==> src/rtl/nibble_serial_adder64_pkg.sv <==
// Shared definitions for the nibble-serial add/subtract unit: FSM encodings,
// op encodings and the single-bit full-adder cell used by the 4-bit slice.
package nibble_serial_adder64_pkg;

    typedef enum logic [1:0] {
        S_IDLE = 2'd0,
        S_RUN  = 2'd1,
        S_DONE = 2'd2
    } state_t;

    localparam logic OP_ADD = 1'b0;
    localparam logic OP_SUB = 1'b1;

    // Returns {carry_out, sum} of one full-adder bit.
    function automatic logic [1:0] full_adder_1bit(input logic x, input logic y, input logic ci);
        return {(x & y) | (ci & (x ^ y)), x ^ y ^ ci};
    endfunction

endpackage

==> src/rtl/nibble_serial_adder64_adder4.sv <==
// 4-bit ripple-carry slice built from full-adder cells; the only arithmetic
// resource of the serial unit.
module nibble_serial_adder64_adder4
    import nibble_serial_adder64_pkg::*;
(
    input  logic [3:0] a,
    input  logic [3:0] b,
    input  logic       cin,
    output logic [3:0] sum,
    output logic       cout
);

    logic [4:0] c;

    assign c[0] = cin;

    for (genvar i = 0; i < 4; i++) begin : g_bit
        assign {c[i+1], sum[i]} = full_adder_1bit(a[i], b[i], c[i]);
    end

    assign cout = c[4];

endmodule

==> src/rtl/nibble_serial_adder64.sv <==
// Area-reduced WIDTH-bit add/subtract unit: one 4-bit slice is reused over
// WIDTH/4 cycles, with valid/ready handshakes on both sides and C/V/Z flags.
module nibble_serial_adder64
    import nibble_serial_adder64_pkg::*;
#(
    parameter int WIDTH = 64
) (
    input  logic             clk,
    input  logic             rst_n,
    input  logic             in_valid,
    output logic             in_ready,
    input  logic             op_sub,
    input  logic [WIDTH-1:0] a,
    input  logic [WIDTH-1:0] b,
    output logic             out_valid,
    input  logic             out_ready,
    output logic [WIDTH-1:0] result,
    output logic             carry,
    output logic             overflow,
    output logic             zero
);

    localparam int NIB = WIDTH / 4;
    localparam int CW  = $clog2(NIB);
    localparam logic [CW-1:0] K_LAST = CW'(NIB - 1);

    state_t          state, state_nxt;
    logic [CW-1:0]   k;
    logic [WIDTH-1:0] a_sh, b_sh, res_sh;
    logic            cin_r;

    logic [3:0]      sum4;
    logic            cout4;
    logic            c_msb_in;
    logic [WIDTH-1:0] res_nxt;
    logic            accept, last;

    assign in_ready  = (state == S_IDLE);
    assign out_valid = (state == S_DONE);
    assign accept    = in_valid && in_ready;
    assign last      = (state == S_RUN) && (k == K_LAST);

    nibble_serial_adder64_adder4 u_adder4 (
        .a    (a_sh[3:0]),
        .b    (b_sh[3:0]),
        .cin  (cin_r),
        .sum  (sum4),
        .cout (cout4)
    );

    // Carry into the slice MSB, recovered from its inputs and sum bit.
    assign c_msb_in = a_sh[3] ^ b_sh[3] ^ sum4[3];
    assign res_nxt  = {sum4, res_sh[WIDTH-1:4]};

    always_comb begin
        state_nxt = state;
        case (state)
            S_IDLE:  if (accept)    state_nxt = S_RUN;
            S_RUN:   if (last)      state_nxt = S_DONE;
            S_DONE:  if (out_ready) state_nxt = S_IDLE;
            default:                state_nxt = S_IDLE;
        endcase
    end

    always_ff @(posedge clk or negedge rst_n) begin
        if (!rst_n) begin
            state <= S_IDLE;
            k     <= '0;
            cin_r <= 1'b0;
        end else begin
            state <= state_nxt;
            if (accept) begin
                k     <= '0;
                cin_r <= (op_sub == OP_SUB);
            end else if (state == S_RUN) begin
                k     <= k + CW'(1);
                cin_r <= cout4;
            end
        end
    end

    // Operand shifters and partial-result accumulator carry no reset value.
    always_ff @(posedge clk) begin
        if (accept) begin
            a_sh <= a;
            b_sh <= (op_sub == OP_ADD) ? b : ~b;
        end else if (state == S_RUN) begin
            a_sh   <= a_sh >> 4;
            b_sh   <= b_sh >> 4;
            res_sh <= res_nxt;
        end
    end

    // Visible outputs change only when an operation completes.
    always_ff @(posedge clk or negedge rst_n) begin
        if (!rst_n) begin
            result   <= '0;
            carry    <= 1'b0;
            overflow <= 1'b0;
            zero     <= 1'b0;
        end else if (last) begin
            result   <= res_nxt;
            carry    <= cout4;
            overflow <= c_msb_in ^ cout4;
            zero     <= (res_nxt == '0);
        end
    end

endmodule
==> config.mk <==
export PLATFORM = sky130hd
export DESIGN_NAME = nibble_serial_adder64
export DESIGN_NICKNAME = d
export VERILOG_FILES = /design/src/rtl/nibble_serial_adder64_pkg.sv /design/src/rtl/nibble_serial_adder64_adder4.sv /design/src/rtl/nibble_serial_adder64.sv
export SDC_FILE = /design/constraint.sdc
export NUM_CORES = 1
export LEC_CHECK = 0
export CAP_MARGIN = 20
export CORE_MARGIN = 2
export CORE_UTILIZATION = 54
export CTS_BUF_LIST = sky130_fd_sc_hd__clkbuf_4
export DETAILED_ROUTE_END_ITERATION = 8
export GPL_TIMING_DRIVEN = 0
export HOLD_SLACK_MARGIN = 0.15
export PLACE_DENSITY_LB_ADDON = 0.25
export SLEW_MARGIN = 20
export SYNTH_ARGS = -nofsm -noshare
export SYNTH_HDL_FRONTEND = slang
export SYNTH_HIERARCHICAL = 1
export SYNTH_SLANG_ARGS = --single-unit
==> constraint.sdc <==
create_clock -name clk -period 5.2 [get_ports clk]
set_input_delay 1.04 -clock clk [delete_from_list [all_inputs] [get_ports clk]]
set_output_delay 1.04 -clock clk [all_outputs]
set_load 0.01 [all_outputs]
==> impl_metrics.csv, run 1 <==
group,metric,value,unit
outcome,run_status,"complete, no violations",
grt,grt.overflow.total,0,
synthesis,ys_ff_latch,262,
grt,grt_max_degree,76,
critical_path,worstPathMaxFanout,4,
clock_tree,cts_buffers,66,
sta,relSlewSlack,0.453,
route,wl,22.1,mm
critical_path,endpoint_kind,"primary output",
synthesis,syn-num-nets,949,
synthesis,synthArstFlopShare,0.282,
critical_path,crit_slowest_cell,"clkdlybuf4s50_1",
critical_path,path_cells,"nor2b_1, clkdlybuf4s50_1",
floorplanning,die_x,145,um
critical_path,max_stage_delay,0.59,ns
floorplanning,core-area,0.0195,sq mm
clock_tree,root_buffer,"clkbuf_4",
synthesis,synth_top_family_by_area,"simple AND/OR/NAND/NOR gates",
placement,place_ws,1.68,ns
clock_tree,clk_latency,0.65,ns
route,viasPerCell,5.08,
route,first_iter_violations,425,
pwr,p_per_area,581,mW/mm^2
synthesis,synth_xor_area_frac,0.0547,
sta,rsz0062_at_grt,"false",
critical_path,cp.arrival,1.86,ns
placement,dp_hpwl,15.1,mm
route,num_vias,7110,
route,drc,0,
floorplanning,die_h,145,um
sta,slew_violations,0,
layout,drive_gt1_frac,0.185,
grt,antenna_found_initial,1,
sta,fin_ws,2.30,ns
critical_path,worst-setup-path-type,"reg -> out",
grt,grt_pass1_wl,36.0,mm
placement,gp_congestion,0.778,
route,dr.pass1.iters,5,
job,cap_viol_max_count,0,
critical_path,cp_top_family,"buffers and inverters",
synthesis,synthAdderAreaFrac,0.00863,
clock_tree,cts_resized,0,
layout,final_cell_mix,"clkdlybuf4s50_1 (199), edfxtp_1 (188), nand2_1 (187), clkbuf_4 (94), dfrtp_1 (74)",
placement,place_area,0.0131,sq mm
critical_path,crit_buf_inv,1,
synthesis,yosys_warnings,6,
layout,layout_commonest_cell,"clkdlybuf4s50_1",
route,wl_per_cell,15.8,um
synthesis,synth.mux.area_fraction,0.0717,
synthesis,synth-seq-area-share,0.698,
sta,worst_pin_slew,0.821,ns
clock_tree,clock_sinks,262,
synthesis,ys_top_cells_by_area,"edfxtp_1 (53%), dfrtp_1 (17%), nand2_1 (6.5%)",
clock_tree,cts_tree,"done",
sta,setup_viol,0,
grt,grt_pass1_vias,7334,
pwr,ir_drop,0.239,mV
sta,finalHoldViolations,0,
clock_tree,cts_htree_levels,3,
clock_tree,post_cts_buffers,0,
clock_tree,ctsHoldBuffers,0,
placement,place.port_buffers,200,
synthesis,yosysTopAreaCell,"edfxtp_1",
floorplanning,die_area,0.0210,sq mm
pwr,leakage,0.00574,uW
sta,skew,0.0398,ns
min_path,hp-class,"in -> async",
synthesis,synth_edf_count,188,
synthesis,netlist-cell-type-count,28,
critical_path,critPathRequiredTime,4.16,ns
layout,nets,1219,
synthesis,syn_inst,811,
critical_path,start_kind,"flip-flop",
sta,finalCriticalPeriod,2.90,ns
synthesis,synth_compound_area_frac,0.0326,
floorplanning,num_io_pins,202,
clock_tree,cts.clk_slew.worst_paths,0.07,ns
synthesis,avgSynthCellArea,13.2,sq um
layout,fin_area,0.0140,sq mm
synthesis,synth_top_cell_area_share,0.526,
synthesis,synth_area,0.0107,sq mm
critical_path,r2r_cells,5,
floorplanning,floorplan.initialDensity,0.552,
synthesis,synthFlopType,"edfxtp_1",
sta,max_freq,344,MHz
critical_path,cp_num_cells,2,
route,drtAntennaViolNets,0,
grt,grt_usage,0.214,
layout,syn_to_final_growth,30.0,%
clock_tree,clockBufferDepth,3,
synthesis,synth_simple_gate_area_share,0.109,
floorplanning,placement_rows,51,
sta,timing.final.crit_share,0.558,
cells by family (layout without fill, tap and decap cells):
kind of cell             after synthesis  in the layout
adder cells (fa/ha/maj)                5              5
XOR/XNOR                              67             67
multiplexers                          66             66
other                                  0              2
AO/OA/AOI/OAI                         69             69
AND/OR/NAND/NOR                      287            287
buffers and inverters                 55            376
flip-flops                           262            262
cells in the mapped netlist (3+ instances only):
cell type and number:
and2_1 4, mux2_2 59, buf_1 4, nor2_1 68
inv_1 12, buf_2 27, nand4_1 5, a21oi_1 61
dfrtp_1 74, clkbuf_1 8, xnor2_1 67, nand2_1 187
edfxtp_1 188, o21ai_0 6, nor4_1 17, fa_1 4
mux2_4 7, buf_6 3
sequential cells by signal, indices dropped and copies added, names as in the netlist:
signal,count
a_sh,64
b_sh,64
result,64
res_sh,60
k,4
state,2
carry,1
cin_r,1
overflow,1
zero,1
cell type report:
type / instances / area, sq um
Timing Repair Buffer: 202 / 2050
Multi-Input combinational cell: 494 / 2970
Antenna cell: 2 / 5.00
Fill cell: 1407 / 5500
Buffer: 42 / 214
Clock buffer: 94 / 706
Clock inverter: 25 / 131
Inverter: 13 / 56.3
Sequential cell: 262 / 7500
Tap cell: 265 / 332
final timing paths:
check,from,endpoint,slack [ns]
setup / recovery,state[0],out_valid,2.30
hold / removal,rst_n,result[37],0.36
setup reg to reg,state[1],b_sh[46],2.47
hold reg to reg,cin_r,cin_r,0.48
max in group asynchronous,rst_n,result[31],4.25
min in group clk,cin_r,cin_r,0.48
layer usage:
layer	share of wire	global-route usage
met2	0.49	0.357
met1	0.42	0.270
met4	0.021	0.0822
met3	0.068	0.0560
met5	0	0
stage by stage:
stage | TNS (ns) | std cells | utilization | power [uW] | hold WS, ns
detailed placement | 0 | 1278 | 0.674 | 6460 | 0.470
CTS | 0 | 1397 | 0.717 | 8190 | 0.336
finish | 0 | 1399 | 0.717 | 8100 | 0.364
global route | 0 | 1399 | 0.717 | 8630 | 0.366
floorplan | 0 | 811 | - | 5370 | 0.444
global placement | -128.50 | 1276 | 0.671 | 6370 | 0.454
report_power, final:
| group | switching [uW] | internal (uW) |
|---|---|---|
| Sequential | 516 | 3660 |
| Combinational | 1130 | 1090 |
| Clock | 814 | 893 |
| Total | 2460 | 5650 |
(Power assumes the default switching activity.)
==> run 2, diff against run 1 <==
Settings changed: CORE_UTILIZATION 54 to 49.
Clock period 5.2 ns to 2.44 ns, I/O delays scaled along.
==> impl_metrics.csv, run 2 (synthesis results as in run 1) <==
group,metric,value,unit
floorplanning,die_area,0.0231,sq mm
sta,skew,0.0361,ns
route,first_iter_violations,353,
floorplanning,num_io_pins,202,
critical_path,setup.worst_path.start,"b_sh[0]",
placement,place_ws,-0.368,ns
pwr,leakage,0.00584,uW
clock_tree,cts.clk_slew.worst_paths,0.07,ns
layout,top_regs,"a_sh x64, b_sh x64, result x64",
route,num_vias,6985,
critical_path,reg2reg_slack,-0.11,ns
placement,dp_hpwl,15.3,mm
sta,setup_viol,2,
layout,final.fill_count,1695,
route,wl_per_cell,15.6,um
clock_tree,clockBufferDepth,3,
placement,gp_congestion,0.798,
sta,hold_slack,0.297,ns
critical_path,worstPathMaxFanout,3,
sta,finalHoldViolations,0,
critical_path,crit_slowest_cell,"fa_1",
pwr,total_power,17600,uW
clock_tree,cts_htree_levels,3,
sta,slew_violations,0,
grt,grt_pass1_wl,35.7,mm
critical_path,path_cells,"inv_2, fa_2, inv_2, fa_2, fa_2, inv_2, fa_1, inv_2, nor4_2, nand4_1, nor4_2, mux2_4",
grt,grt_pass1_vias,7240,
grt,grt_max_degree,67,
sta,finalCriticalPeriod,2.55,ns
layout,fin_util,0.653,
floorplanning,floorplan.initialDensity,0.495,
clock_tree,clock_sinks,262,
route,viasPerCell,4.92,
placement,place_area,0.0132,sq mm
layout,nets,1228,
sta,max_freq,393,MHz
grt,antenna_found_initial,2,
job,cap_viol_max_count,0,
pwr,p_per_area,1250,mW/mm^2
min_path,hp-class,"in -> async",
critical_path,start_kind,"flip-flop",
clock_tree,cts_tree,"done",
critical_path,worstReg2RegStart,"b_sh[0]",
sta,fin_ws,-0.106,ns
route,drc,0,
outcome,violations,"negative setup slack",
clock_tree,clk_latency,0.63,ns
floorplanning,core-area,0.0217,sq mm
clock_tree,root_buffer,"clkbuf_4",
floorplanning,placement_rows,54,
sta,worst_pin_slew,0.770,ns
critical_path,crit_top_cell,"inv_2",
sta,timing.final.crit_share,1.04,
sta,rsz0062_at_grt,"true",
layout,final_cell_mix,"clkdlybuf4s50_1 (197), edfxtp_1 (188), nand2_1 (187), clkbuf_4 (109), dfrtp_1 (74)",
pwr,ir_drop,0.511,mV
critical_path,cp.arrival,3.06,ns
clock_tree,cts_buffers,69,
layout,multi_input_comb_area,0.00302,sq mm
layout,layout_commonest_cell,"clkdlybuf4s50_1",
route,wl,22.1,mm
layout,drive_gt1_frac,0.204,
critical_path,max_stage_delay,0.41,ns
floorplanning,die_h,152,um
floorplanning,die_x,152,um
critical_path,endpoint_kind,"flip-flop",
grt,grt_usage,0.193,
outcome,run_status,"finished with violations",
route,drtAntennaViolNets,0,
grt,grt.overflow.total,0,
layout,seqCellArea,0.00750,sq mm
sta,relSlewSlack,0.486,
critical_path,worst-setup-path-type,"reg -> reg",
layout,syn_to_final_growth,31.9,%
route,dr.pass1.iters,5,
layout,fin_area,0.0142,sq mm
placement,place.port_buffers,200,
critical_path,critPathRequiredTime,2.95,ns
==> run 2: cell types whose count changed in the layout (fill, tap and decap cells not counted), sizes merged <==
cell	change
clkinv	-10
inv	-4
clkdlybuf4s50	-2
buf	+5
bufinv	-1
clkbuf	+15
dlymetal6s2s	+2
dlygate4sd3	+1
==> run 2: worst paths after layout <==
path                         endpoint  cells past startpoint
setup / recovery                 zero                     12
hold / removal             result[61]                      2
setup reg to reg                 zero                     12
hold reg to reg            res_sh[21]                      0
max in group asynchronous  result[63]                      3
min in group clk             state[1]                      3
==> run 2: per-layer routing <==
metal  vias to the layer above  global-route usage  wire length, um
met3                        26              0.0562             1420
met5                         -                   0                0
li1                       3401                   -                -
met4                         0              0.0739              364
met1                      3338               0.241             9470
met2                       220               0.319            10800
==> run 2: metrics by stage <==
step                      std cells  TNS [ns]
after CTS                      1418    -0.269
after floorplan                 811    -86.19
after detailed placement       1296    -45.57
after global placement         1291   -410.07
after global routing           1419    -0.281
final                          1420    -0.160
==> run 2: critical path, delay by kind of cell, from the launching register on <==
family,cells,cell delay [ns]
adder cells (fa/ha/maj),4,1.30
flip-flops,1,0.38
buffers and inverters,4,0.28
multiplexers,1,0.25
AND/OR/NAND/NOR,3,0.23
==> run 2: final cells by class <==
cell class	instances	share of cell area
inverter	13	0.00460
clock buffer	109	0.0578
sequential	262	0.530
tap	280	0.0248
multi-input combinational	494	0.213
buffer	42	0.0151
timing repair buffer	208	0.152
clock inverter	10	0.00274
antenna	2	0.000354
==> run 2: what timing repair did <==
action	4_1_cts	5_1_grt
hold buffers	1	0
buffers inserted	2	0
resized for setup	1	15
setup endpoints to repair	2	37
pin swaps	2	4
endpoints found under the hold margin	74	0
==> run 2: where the power goes <==
part,switching [uW],total [uW],internal [uW]
Sequential,1090,8880,7790
Clock,1690,3700,2010
Combinational,2500,5050,2550
Total,5270,17600,12400
